`config.mk`:
```
export PLATFORM = sky130hd
export DESIGN_NAME = pipeline_ctrl
export DESIGN_NICKNAME = d
export VERILOG_FILES = /design/src/rtl/pipeline_ctrl_pkg.sv /design/src/rtl/pipe_perf_cnt.sv /design/src/rtl/pipeline_ctrl.sv
export SDC_FILE = /design/constraint.sdc
export NUM_CORES = 1
export LEC_CHECK = 0
export ABC_CLOCK_PERIOD_IN_PS = 3900
export BUFFER_PORTS_ARGS = -buffer_cell sky130_fd_sc_hd__clkbuf_2
export CORE_UTILIZATION = 43
export CTS_BUF_LIST = sky130_fd_sc_hd__clkbuf_4
export DETAILED_ROUTE_END_ITERATION = 8
export PLACE_DENSITY = 0.92
export SYNTH_ARGS = -nofsm -noshare
export SYNTH_HDL_FRONTEND = slang
export SYNTH_SLANG_ARGS = --single-unit
```
`constraint.sdc`:
```
create_clock -name clk -period 3.9 [get_ports clk]
set_clock_uncertainty 0.05 [all_clocks]
set_input_delay 0.585 -clock clk [delete_from_list [all_inputs] [get_ports clk]]
set_output_delay 0.585 -clock clk [all_outputs]
set_load 0.02 [all_outputs]
```
`src/rtl/pipeline_ctrl_pkg.sv`:
```
// Shared types and constants for the rv32i pipeline controller.
// Used by pipeline_ctrl and the optional pipe_perf_cnt counter block.
package pipeline_ctrl_pkg;

  localparam int unsigned DATA_WIDTH = 32;
  localparam int unsigned CNT_W      = 3;

  typedef enum logic [1:0] {
    PC_RUN   = 2'd0,
    PC_DRAIN = 2'd1,
    PC_TRAP  = 2'd2
  } pc_state_t;

  localparam logic [DATA_WIDTH-1:0] MCAUSE_ECALL    = 32'd11;
  localparam logic [DATA_WIDTH-1:0] MCAUSE_EBREAK   = 32'd3;
  localparam logic [DATA_WIDTH-1:0] TRAP_VECTOR_DEF = 32'h0000_0100;

  localparam logic STALL_EN  = 1'b1;
  localparam logic STALL_DIS = 1'b0;
  localparam logic ENV_EXC   = 1'b1;
  localparam logic BP_EXC    = 1'b0;

  // Per-cycle pipeline control bundle driven by the output decode
  typedef struct packed {
    logic                  pc_write_en;
    logic                  ifid_write_en;
    logic                  ifid_flush;
    logic                  idex_flush;
    logic                  pc_redirect;
    logic [DATA_WIDTH-1:0] redirect_addr;
    logic                  exc_clear;
    logic                  exc_active;
  } pipe_ctrl_t;

  // ECALL outranks EBREAK when both are decoded together
  function automatic logic [DATA_WIDTH-1:0] cause_of(input logic kind);
    return (kind == ENV_EXC) ? MCAUSE_ECALL : MCAUSE_EBREAK;
  endfunction

endpackage

```
`src/rtl/pipe_perf_cnt.sv`:
```
// Wrap-around stall and IF/ID flush cycle counters.
// Instantiated by pipeline_ctrl only when PIPE_PERF_CNT_EN is defined.
module pipe_perf_cnt
  import pipeline_ctrl_pkg::*;
(
  input  logic                  clk,
  input  logic                  rst_n,
  input  logic                  stall,
  input  logic                  flush,
  output logic [DATA_WIDTH-1:0] stall_cycles,
  output logic [DATA_WIDTH-1:0] flush_cycles
);

  always_ff @(posedge clk) begin
    if (!rst_n) begin
      stall_cycles <= '0;
      flush_cycles <= '0;
    end else begin
      if (stall) stall_cycles <= stall_cycles + DATA_WIDTH'(1);
      if (flush) flush_cycles <= flush_cycles + DATA_WIDTH'(1);
    end
  end

endmodule

```
`src/rtl/pipeline_ctrl.sv`:
```
// Pipeline stall/flush/redirect control and exception-entry sequencer.
// Optional perf counters (stall_cycles/flush_cycles) under PIPE_PERF_CNT_EN.
module pipeline_ctrl
  import pipeline_ctrl_pkg::*;
#(
  parameter int unsigned           DRAIN_CYCLES = 3,
  parameter logic [DATA_WIDTH-1:0] TRAP_VECTOR  = TRAP_VECTOR_DEF
) (
  input  logic                  clk,
  input  logic                  rst_n,
  input  logic                  hz_stall,
  input  logic                  br_taken,
  input  logic [DATA_WIDTH-1:0] br_target,
  input  logic [DATA_WIDTH-1:0] id_pc,
  input  logic                  env_exception,
  input  logic                  bp_exception,
  output logic                  pc_write_en,
  output logic                  ifid_write_en,
  output logic                  ifid_flush,
  output logic                  idex_flush,
  output logic                  pc_redirect,
  output logic [DATA_WIDTH-1:0] redirect_addr,
  output logic                  exc_clear,
  output logic                  exc_active,
  output logic [DATA_WIDTH-1:0] mepc,
  output logic [DATA_WIDTH-1:0] mcause
`ifdef PIPE_PERF_CNT_EN
  ,
  output logic [DATA_WIDTH-1:0] stall_cycles,
  output logic [DATA_WIDTH-1:0] flush_cycles
`endif
);

  localparam logic [CNT_W-1:0] DRAIN_LOAD = CNT_W'(DRAIN_CYCLES - 1);

  pc_state_t             state_q, state_d;
  logic [CNT_W-1:0]      cnt_q, cnt_d;
  logic [DATA_WIDTH-1:0] mepc_q, mepc_d;
  logic [DATA_WIDTH-1:0] mcause_q, mcause_d;
  pipe_ctrl_t            ctl;
  logic                  exc_req;

  assign exc_req = env_exception | bp_exception;

  // State register plus exception capture registers
  always_ff @(posedge clk) begin
    if (!rst_n) begin
      state_q  <= PC_RUN;
      cnt_q    <= '0;
      mepc_q   <= '0;
      mcause_q <= '0;
    end else begin
      state_q  <= state_d;
      cnt_q    <= cnt_d;
      mepc_q   <= mepc_d;
      mcause_q <= mcause_d;
    end
  end

  // Next-state and capture logic
  always_comb begin
    state_d  = state_q;
    cnt_d    = cnt_q;
    mepc_d   = mepc_q;
    mcause_d = mcause_q;
    case (state_q)
      PC_RUN: begin
        if (exc_req) begin
          mepc_d   = id_pc;
          mcause_d = cause_of(env_exception ? ENV_EXC : BP_EXC);
          cnt_d    = DRAIN_LOAD;
          state_d  = PC_DRAIN;
        end
      end
      PC_DRAIN: begin
        if (cnt_q == '0) state_d = PC_TRAP;
        else             cnt_d   = cnt_q - CNT_W'(1);
      end
      PC_TRAP: state_d = PC_RUN;
      default: state_d = PC_RUN;
    endcase
  end

  // Output decode; stall wins over branch so a held branch is re-evaluated later
  always_comb begin
    ctl = '0;
    case (state_q)
      PC_RUN: begin
        if (exc_req) begin
          ctl.idex_flush = 1'b1;
          ctl.exc_active = 1'b1;
        end else if (hz_stall == STALL_EN) begin
          ctl.idex_flush = 1'b1;
        end else if (br_taken) begin
          ctl.pc_write_en   = 1'b1;
          ctl.pc_redirect   = 1'b1;
          ctl.redirect_addr = br_target;
          ctl.ifid_flush    = 1'b1;
        end else begin
          ctl.pc_write_en   = 1'b1;
          ctl.ifid_write_en = 1'b1;
        end
      end
      PC_DRAIN: begin
        ctl.idex_flush = 1'b1;
        ctl.exc_active = 1'b1;
      end
      PC_TRAP: begin
        ctl.pc_write_en   = 1'b1;
        ctl.pc_redirect   = 1'b1;
        ctl.redirect_addr = TRAP_VECTOR;
        ctl.ifid_flush    = 1'b1;
        ctl.idex_flush    = 1'b1;
        ctl.exc_clear     = 1'b1;
        ctl.exc_active    = 1'b1;
      end
      default: ctl = '0;
    endcase
  end

  assign pc_write_en   = ctl.pc_write_en;
  assign ifid_write_en = ctl.ifid_write_en;
  assign ifid_flush    = ctl.ifid_flush;
  assign idex_flush    = ctl.idex_flush;
  assign pc_redirect   = ctl.pc_redirect;
  assign redirect_addr = ctl.redirect_addr;
  assign exc_clear     = ctl.exc_clear;
  assign exc_active    = ctl.exc_active;
  assign mepc          = mepc_q;
  assign mcause        = mcause_q;

`ifdef PIPE_PERF_CNT_EN
  pipe_perf_cnt u_perf (
    .clk          (clk),
    .rst_n        (rst_n),
    .stall        (~ctl.pc_write_en),
    .flush        (ctl.ifid_flush),
    .stall_cycles (stall_cycles),
    .flush_cycles (flush_cycles)
  );
`endif

endmodule

```
### Yosys cells after proc, flatten, opt, wreduce, memory -nomap -nowiden

Cells that the tools add are included.

* register bits: 69
* bits in writable memories: 0
* memories: 0
* bits in latches: 0
* bits in read-only memories: 0
* output and inout port bits: 103

* order comparisons: 0
* reduce and logical (&&, ||, !) cells: 7
* bitwise gates (word level): 1
* shift-type cells: 0
* add/subtract/negate cells: 1
* muxes and demuxes: 25
* multipliers: 0
* eq/ne operators: 5
* divide/modulo/power cells: 0

Operator list (count)
* $mux 33: 3
* $pmux 33 s2: 1
* $mux 3: 4
* $mux 1: 8
* $pmux 1 s2: 4
* $ne 2x2->1 const B: 3
* $pmux 3 s2: 1
* $mux 2: 2
* $mux 4: 1
* $pmux 2 s2: 1
* $reduce_and 2->1: 2
* $logic_not 3->1: 1
* $reduce_and 3->1: 1
* $sub 3x1->3 const B: 1
* $eq 2x1->1 const B: 1
* $eq 2x2->1 const B: 1
* $logic_not 2->1: 1
* $reduce_bool 2->1: 1
* $reduce_or 2->1: 1
* $or 1x1->1: 1

### Logic depth before layout (Yosys ltp)

Gate-level depths: netlist (run 1).

* depth in word-level cells: 4
* mapped depth: 8
* depth with buffers taken out: 6

### Worst setup path after synthesis (run 1)

OpenSTA, ideal clock, no wires.

* path type: register to output
* start point: register state_q[0]
* end point: output redirect_addr[0]
* data required time: 3.265 ns
* stages on the path, launching flop included: 9
* arrival: 1.785 ns
* path buffers: 3
* path slack: 1.480 ns
* path through: dfxtp_1 > inv_1 > ha_1 > buf_4 > or3b_1 > buf_2 > nor3b_4 > clkbuf_2 > and2_1

* longest elaborated chain between the ends: 2

Ends and longest elaborated chain
* start: declaration: line pipeline_ctrl.sv:36 `pc_state_t state_q, state_d;`
* start signal: assignment: line pipeline_ctrl.sv:53 `state_q <= state_d;`
* $eq 2x2->1 or $logic_not 2->1 (tied branches): line pipeline_ctrl.sv:87 `case (state_q)`
* $pmux 33 s2 *: line pipeline_ctrl.sv:87
* end: declaration: line pipeline_ctrl.sv:22 `output logic [DATA_WIDTH-1:0] redirect_addr,`

Every way passes the cells marked *; elsewhere a longest branch is shown, timed or not.

### Worst setup path in the final report (run 1)

* start point: register state_q[0]
* end point: output pc_redirect

* longest elaborated chain between the ends: 2

Ends and longest elaborated chain
* $eq 2x2->1 or $logic_not 2->1 (tied branches): line pipeline_ctrl.sv:87
* $pmux 33 s2 *: line pipeline_ctrl.sv:87
* end: declaration: line pipeline_ctrl.sv:21 `output logic pc_redirect,`

Marked as above.

==> results of run 1 <==
==> worst max-delay path, stage by stage (launching register included) <==
cell      delay, ns
dfxtp_1        0.36
inv_1          0.09
ha_1           0.32
or3b_1         0.51
nor3b_4        0.74
or2_2          0.25
clkbuf_2       0.19
==> layer usage <==
metal  GRT usage  vias to the layer above
met5           0                        -
met4      0.0784                        0
met3      0.0528                        6
met2       0.406                      104
met1       0.222                      940
li1            -                     1042
==> placed cells by master (no fill, tap or decap), types with 2 or more instances in the layout <==
| cell type | n |
|---|---|
| and2_1 | 28 |
| dfxtp_1 | 39 |
| ha_1 | 6 |
| a21boi_0 | 36 |
| nor2b_1 | 2 |
| conb_1 | 29 |
| buf_4 | 2 |
| clkinvlp_4 | 2 |
| nor2_1 | 3 |
| clkbuf_2 | 143 |
| clkbuf_4 | 5 |
| nand2_1 | 69 |
| and2_2 | 3 |
| a21oi_1 | 3 |
| o21ai_0 | 4 |
| o21a_1 | 2 |
| inv_1 | 4 |
==> through the flow <==
stage	util	worst slack, ns
floorplan	-	1.48
global placement	0.576	0.949
detailed placement	0.576	0.844
CTS	0.588	0.444
global route	0.588	0.236
finish	0.588	0.464
==> worst paths after layout <==
path | start | end | cells after the start
worst max-delay path | state_q[0] | pc_redirect | 6
worst min-delay path | id_pc[4] | mepc[4] | 3
worst max register to register | state_q[0] | cnt_q[1] | 6
worst min register to register | mepc[29] | mepc[29] | 2
==> area by class of cell <==
cell class                 count  area [um2]
clock buffer                   5        37.5
clock inverter                 3        20.0
fill                         427        1950
inverter                       4        15.0
multi-input combinational    200        1110
sequential                    39         781
tap                           67        83.8
timing repair buffer         145         731
==> flip-flops by register name, indices dropped and copies added (netlist names) <==
register and cells:
mcause 2, cnt_q 3, state_q 2, mepc 32
==> power groups by stage <==
stage                     Clock (mW)  Combinational (mW)  Sequential [mW]
after floorplan                    0               0.268            0.547
after global placement             0               0.441            0.489
after detailed placement           0               0.448            0.493
after CTS                      0.216               0.449            0.485
after global routing           0.232               0.487            0.493
final                          0.207               0.445            0.484
==> cell families after synthesis <==
kind of cell	after synthesis	synth area share
mux	1	0.00476
simple gates	114	0.264
flops	39	0.371
compound gates	50	0.170
fa+ha+maj	6	0.0357
other cells	1	0.00178
buf+inv	52	0.152
==> impl_results.md, run 1 <==
- Layout net count: 471
- Largest cells by area after synthesis: dfxtp_1 (37%), a21boi_0 (13%), nand2_1 (12%)
- H-Tree Depth: 2
- Vias in the first global route: 1,947
- Clk_lat worst skew: 0.34 ns
- # IOs: 173
- GP Congestion: 0.937
- Hold-fix buffers, CTS: 0
- Power Total: 1.14 mW
- CTS sink cnt: 39
- Rel. slew slack: 0.439
- Detailed-route via count: 2,092
- Setup TNS: 0 ns
- Met2 WL: 2970 um
- Gate Count Post-Synth: 263
- DR pass1 iterations: 4
- Die X: 71.9 um
- Cell with the most instances after synthesis: nand2_1
- Post-CTS setup buffer count: 0
- Leak: 1.48 nW
- Slew @ Worst Pin: 0.841 ns
- Synthesis-stage register bit count: 39
- Peak supply drop: 0.000240 V
- DR top layer: met4
- Area Growth Syn to Fin: 32.1%
- DRC violations left: 0
- Yosys top cell area share: 0.371
- Most used DFF post-synth: dfxtp_1
- Sw Ratio: 0.407
- Worst hold path class: in2reg
- Combinational share of power: 0.391
- Dpl cells: 455
- Reg power frac: 0.426
- Clk buf depth: 2
- Cell taking the most area after synthesis: dfxtp_1
- Gr usage total: 0.212
- Final setup fails: 0
- WL met3: 471 um
- TritonCTS clock tree: yes
- Syn Std Cell Area: 0.00210 mm2
- FP Rows: 25
- Avg Vias per Cell: 4.52
- Hold Fails Final Rpt: 0
- Critical Path Fanout Max: 33
- Count of pins over their slew limit: 0
- Pint: 674 uW
- Post-DR wirelength/cell: 12.1 um
- Async set-reset flop share out of synthesis: 0
- Post-synth cell types: 32
- Status: completed
- CTS Buf Count: 5
- DP HPWL: 4430 um
- RSZ-0062 raised after global routing: false
- Finished Cell Area: 0.00278 mm2
- Die area: 0.00517 mm2
- Initial Util: 0.445
- Max-Cap Viols: 0
- R2R setup slack: 2.05 ns
- Setup CP Type: reg2out
- Post_cts resized: 0
- Global-route wire length before repair: 8620 um
- Clock share of power: 0.182
- Fin cells: 463
- Root Buffer: clkbuf_4
- Clock Pin Slew Worst Setup and Hold Paths: 0.13 ns
- Top cells by count, synth: nand2_1 (69), dfxtp_1 (39), a21boi_0 (36), buf_4 (32), and2_1 (28)
- Ant. Diodes: 0
- WP data required: 3.26 ns
- Crit share post-route: 0.881
- Placed Instance Area: 0.00272 mm2
- EDFF count, synth: 0
- Met1 WL: 2080 um
- Final Critical Period: 3.44 ns
- Pin count of the biggest net entering global routing: 40
- Psw: 462 uW
- CP endpoint kind: output port
- Crit path DAT: 2.80 ns
- FMAX: 291 MHz
- DRT antenna net count: 0
- DR iter-0 viols: 54
- Mean Syn Cell Area: 7.99 um2
- Startpoint types: flip-flop
- Initial antenna violation count: 0
- Port Buffers: 143
- Sequential area share after synthesis: 0.371
- Pwr/cell area: 409 mW/mm2
- Gr ovfl total: 0
- WL final: 5600 um
- Die span in y: 71.9 um
- Ys Warns: 0
- Core ar.: 0.00472 mm2
- Fin Hold WS: 0.404 ns
- Layout cells sized above 1: 0.404
Note: power is estimated with default switching activity, not from simulation.
==> run 2, diff against run 1 <==
==> constraint.sdc (replaced) <==
create_clock -name clk -period 3.9 [get_ports clk]
set_clock_uncertainty 0.05 [all_clocks]
set_input_delay 0.39 -clock clk [delete_from_list [all_inputs] [get_ports clk]]
set_output_delay 0.39 -clock clk [all_outputs]
set_load 0.02 [all_outputs]
==> run 2 against run 1 <==
Net effect:
- non-clock buffer count unchanged
- die area unchanged
- worst hold slack worse by 0.18 ns
- utilization is 0.37 points higher
- critical endpoint unchanged
- highest routed layer unchanged
==> impl_results.md, run 2 (synthesis gave the netlist of run 1 again) <==
- Status: completed
- Count of pins over their slew limit: 0
- Initial Util: 0.445
- Commonest non-fill, non-tap cells in the layout: clkbuf_2 (143), nand2_1 (69), dfxtp_1 (39)
- Root Buffer: clkbuf_4
- DR iter-0 viols: 51
- Core ar.: 0.00472 mm2
- Post_cts resized: 0
- TritonCTS clock tree: yes
- CTS Buf Count: 5
- Post-CTS setup buffer count: 0
- # IOs: 173
- GRT met3 Usage: 0.0625
- Most common cell after layout, fill and taps aside: clkbuf_2
- Startpoint types: flip-flop
- Crit path DAT: 2.78 ns
- Gr usage total: 0.213
- Worst R2R Path Depth: 6
- Vias in the first global route: 1,902
- Leak: 1.49 nW
- Max reg flops: 32
- CP endpoint kind: output port
- Top Usage Layer GRT: met2
- Layout net count: 471
- Pwr/cell area: 427 mW/mm2
- WP data required: 3.46 ns
- Met2 usage: 0.394
- Hold path depth: 3
- R2R setup slack: 2.01 ns
- Final setup margin: 0.684 ns
- DRT antenna net count: 0
- Peak supply drop: 0.000276 V
- Fin cells: 462
- Clk buf depth: 2
- Detailed-route via count: 2,087
- Final Critical Period: 3.22 ns
- Slew @ Worst Pin: 0.837 ns
- Hold Fails Final Rpt: 0
- FP Rows: 25
- Gr ovfl total: 0
- Clock Pin Slew Worst Setup and Hold Paths: 0.11 ns
- DP HPWL: 4370 um
- Dpl cells: 455
- Port Buffers: 143
- Max-Cap Viols: 0
- CTS sink cnt: 39
- Ant. Diodes: 0
- GP Congestion: 0.907
- Layout cells sized above 1: 0.403
- Die span in y: 71.9 um
- Worst hold path class: in2reg
- Area Growth Syn to Fin: 33.0%
- Die area: 0.00517 mm2
- DRC violations left: 0
- Die X: 71.9 um
- RSZ-0062 raised after global routing: false
- Global-route wire length before repair: 8560 um
- H-Tree Depth: 2
- FMAX: 311 MHz
- Setup CP Type: reg2out
- Pin count of the biggest net entering global routing: 40
- Met1 Use GR: 0.227
- Avg Vias per Cell: 4.52
- WL final: 5580 um
- Hold-fix buffers, CTS: 0
- Initial antenna violation count: 0
- Post-DR wirelength/cell: 12.1 um
- Clk_lat worst skew: 0.33 ns
- Rel. slew slack: 0.442
- Final setup fails: 0
- Critical Path Fanout Max: 33
- Setup WS pre-CTS: 1.06 ns
- DR pass1 iterations: 4
- Crit share post-route: 0.825
- Fin Hold WS: 0.222 ns
- Setup TNS: 0 ns
-- run 2: changes by cell type in the layout (fill, tap and decap cells not counted) --
cell | previous run | this run
clkinvlp_4 | 2 | 0
clkinv_2 | 1 | 0
clkbuf_4 | 5 | 6
bufinv_16 | 0 | 1
-- run 2: layer usage --
metal | wire length (um) | vias to the layer above
met5 | 0 | -
met4 | 59 | 0
met3 | 449 | 6
met2 | 2860 | 101
met1 | 2210 | 937
li1 | - | 1043
-- run 2: critical path: stages, from the launching register on --
cell      delay, ns
dfxtp_1        0.35
inv_1          0.08
ha_1           0.34
or3b_1         0.50
nor3b_4        0.73
or2_2          0.25
clkbuf_2       0.19
-- run 2: metrics by stage --
stage	total power [mW]	area (um2)	util
after global placement	0.930	2720	0.576
final	1.19	2800	0.592
after floorplan	0.815	2210	-
after global routing	1.27	2800	0.592
after detailed placement	0.943	2720	0.576
after CTS	1.21	2800	0.592
-- run 2: where the power goes --
| group | switching (mW) | internal, mW | leakage (nW) |
|---|---|---|---|
| combinational | 0.297 | 0.151 | 1.13 |
| sequential | 0.0300 | 0.454 | 0.322 |
| clock | 0.123 | 0.139 | 0.0417 |
| total | 0.450 | 0.744 | 1.49 |
-- run 2: worst paths after layout --
check	to	startpoint
worst max-delay path	pc_redirect	state_q[0]
worst min-delay path	mepc[4]	id_pc[4]
worst max register to register	cnt_q[1]	state_q[0]
worst min register to register	mepc[24]	mepc[24]
-- run 2: cell type report --
class	count	area [um2]
fill	430	1930
multi-input combinational	200	1110
sequential	39	781
timing repair buffer	145	731
tap	67	83.8
clock buffer	6	45.0
clock inverter	1	30.0
inverter	4	15.0
==> run 3, diff against run 2 <==
--- a/config.mk
+++ b/config.mk
@@ -5,12 +5,13 @@
 export SDC_FILE = /design/constraint.sdc
 export NUM_CORES = 1
 export LEC_CHECK = 0
-export ABC_CLOCK_PERIOD_IN_PS = 3900
+export ABC_AREA = 1
+export ABC_CLOCK_PERIOD_IN_PS = 3350
 export BUFFER_PORTS_ARGS = -buffer_cell sky130_fd_sc_hd__clkbuf_2
-export CORE_UTILIZATION = 43
+export CORE_UTILIZATION = 40
 export CTS_BUF_LIST = sky130_fd_sc_hd__clkbuf_4
 export DETAILED_ROUTE_END_ITERATION = 8
-export PLACE_DENSITY = 0.92
+export PLACE_DENSITY = 0.86
 export SYNTH_ARGS = -nofsm -noshare
 export SYNTH_HDL_FRONTEND = slang
 export SYNTH_SLANG_ARGS = --single-unit
==> constraint.sdc (replaced) <==
create_clock -name clk -period 3.35 [get_ports clk]
set_clock_uncertainty 0.05 [all_clocks]
set_input_delay 0.335 -clock clk [delete_from_list [all_inputs] [get_ports clk]]
set_output_delay 0.335 -clock clk [all_outputs]
set_load 0.02 [all_outputs]
==> run 3 against run 2 <==
Net effect:
- register-to-register slack worse by 0.58 ns
- final cell count up 12%
- non-clock buffer count down 1
- via count up 8.0%
- largest cell class unchanged
==> impl_results.md, run 3 <==
- Cell taking the most area after synthesis: dfxtp_1
- Pwr/cell area: 550 mW/mm2
- CP endpoint kind: output port
- Largest cells by area after synthesis: dfxtp_1 (36%), nor2_1 (16%), buf_4 (12%)
- Root Buffer: clkbuf_4
- GP Congestion: 0.760
- Initial Util: 0.418
- FP Rows: 26
- Post-DR wirelength/cell: 10.7 um
- Cell with the most instances after synthesis: nor2_1
- Ant. Diodes: 0
- DR iter-0 viols: 80
- Top cells by count, synth: nor2_1 (92), inv_1 (44), dfxtp_1 (39), buf_4 (33), o21ai_1 (27)
- Finished Cell Area: 0.00281 mm2
- # IOs: 173
- Most used DFF post-synth: dfxtp_1
- Most common cell after layout, fill and taps aside: clkbuf_2
- H-Tree Depth: 2
- DR pass1 iterations: 5
- Sequential area share after synthesis: 0.363
- Crit path max-delay family: simple AND/OR/NAND/NOR gates
- Crit share post-route: 0.746
- Gate Count Post-Synth: 309
- Pin count of the biggest net entering global routing: 38
- Layout net count: 521
- Mean Syn Cell Area: 6.96 um2
- Commonest non-fill, non-tap cells in the layout: clkbuf_2 (143), nor2_1 (92), inv_1 (44)
- Gr ovfl total: 0
- DRT antenna net count: 0
- Worst hold path class: in2reg
- Max reg flops: 32
- Clk buf depth: 2
- Vias in the first global route: 1,998
- Yosys top cell area share: 0.363
- Final Critical Period: 2.50 ns
- Largest stage delay, worst path: 0.35 ns
- Slowest library cell on the worst path: dfxtp_1
- CTS Buf Count: 5
- Async set-reset flop share out of synthesis: 0
- Worst Path Buf+Inv: 3
- Placed Instance Area: 0.00273 mm2
- Crit path DAT: 2.11 ns
- EDFF count, synth: 0
- Crit-path cells: inv_1 -> ha_1 -> inv_2 -> nor2_4 -> nand3_4 -> o21ai_0 -> clkbuf_2
- Critical Path Fanout Max: 33
- WP data required: 2.96 ns
- Initial antenna violation count: 0
- Count of pins over their slew limit: 0
- Avg Vias per Cell: 4.37
- Detailed-route via count: 2,253
- Setup CP Type: reg2out
- Slew @ Worst Pin: 0.643 ns
- Post-CTS setup buffer count: 0
- Fin Hold WS: 0.149 ns
- Clock Pin Slew Worst Setup and Hold Paths: 0.13 ns
- Setup TNS: 0 ns
- Hold Fails Final Rpt: 0
- Syn Std Cell Area: 0.00215 mm2
- DP HPWL: 4280 um
- Leak: 1.71 nW
- Die area: 0.00567 mm2
- Port Buffers: 143
- Hold-fix buffers, CTS: 0
- Final setup fails: 0
- Die span in y: 75.3 um
- CTS sink cnt: 39
- Startpoint types: flip-flop
- TritonCTS clock tree: yes
- Rel. slew slack: 0.571
- Area Growth Syn to Fin: 30.6%
- Ys Warns: 0
- DRC violations left: 0
- FMAX: 400 MHz
- Post_cts resized: 0
- Max-Cap Viols: 0
- Post-synth cell types: 19
- Clk_lat worst skew: 0.34 ns
- Layout cells sized above 1: 0.374
- Synthesis-stage register bit count: 39
- Number of fill cells: 507
- Core ar.: 0.00514 mm2
- WL final: 5510 um
- Status: completed
- Peak supply drop: 0.000408 V
- Global-route wire length before repair: 8200 um
- RSZ-0062 raised after global routing: false
- Die X: 75.3 um
- Gr usage total: 0.190
==> run 3: cell types whose count changed after synthesis, moves of 4 or more <==
cell / delta
nor2_2: +10
o21ai_0: +6
a21oi_1: +4
o21ai_1: +26
nand2_1: -47
nor2_1: +89
buf_6: +7
clkbuf_1: -10
a21boi_0: -36
inv_1: +40
and2_1: -28
==> run 3: cell families after synthesis <==
kind of cell             after synthesis  synth area share
AO/OA/AOI/OAI                         44             0.102
adder cells (fa/ha/maj)                6            0.0349
buffers and inverters                 89             0.237
flip-flops                            39             0.363
AND/OR/NAND/NOR                      130             0.261
other                                  1           0.00174
==> run 3: metrics by stage <==
step	instances	power [mW]	utilization	setup WS [ns]
after global routing	516	1.66	0.546	0.606
final	516	1.55	0.546	0.850
after global placement	508	1.22	0.531	1.31
after detailed placement	508	1.24	0.531	1.22
after floorplan	337	1.09	-	1.51
after CTS	516	1.57	0.546	0.810
==> run 3: path summary, 6_finish.rpt <==
kind                            to       start  depth (start not counted)  slack (ns)
setup reg to reg          mepc[15]  state_q[1]                          8        1.43
hold reg to reg           cnt_q[1]    cnt_q[1]                          2        0.43
hold / removal            mepc[17]   id_pc[17]                          3        0.15
setup / recovery  redirect_addr[8]  state_q[1]                          7        0.85
==> run 3: layout make-up <==
class	count	area [um2]	area share
Clock buffer	5	37.5	0.0134
Timing Repair Buffer	144	723	0.257
Tap cell	70	87.6	0.0312
Sequential cell	39	781	0.278
Inverter	46	173	0.0615
Multi-Input combinational cell	209	965	0.343
Clock inverter	3	42.5	0.0151
==> run 3: layer usage <==
layer  wire, um  global-route usage  vias to the layer above
met5          0                   0                        -
met4         98              0.0700                        0
met3        575              0.0556                       10
met2       2710               0.352                      127
met1       2120               0.203                      972
li1           -                   -                     1144
==> run 3: power breakdown <==
part / internal [mW] / switching, mW / total, mW
Combinational: 0.198 / 0.429 / 0.627
Sequential: 0.553 / 0.0488 / 0.601
Clock: 0.157 / 0.160 / 0.318
Total: 0.908 / 0.639 / 1.55
==> run 3: worst reg2reg max path: cells and delay by family (launching register included) <==
family / cells / cell delay [ns]
simple gates: 3 / 0.67
buf+inv: 4 / 0.53
flops: 1 / 0.35
fa+ha+maj: 1 / 0.24
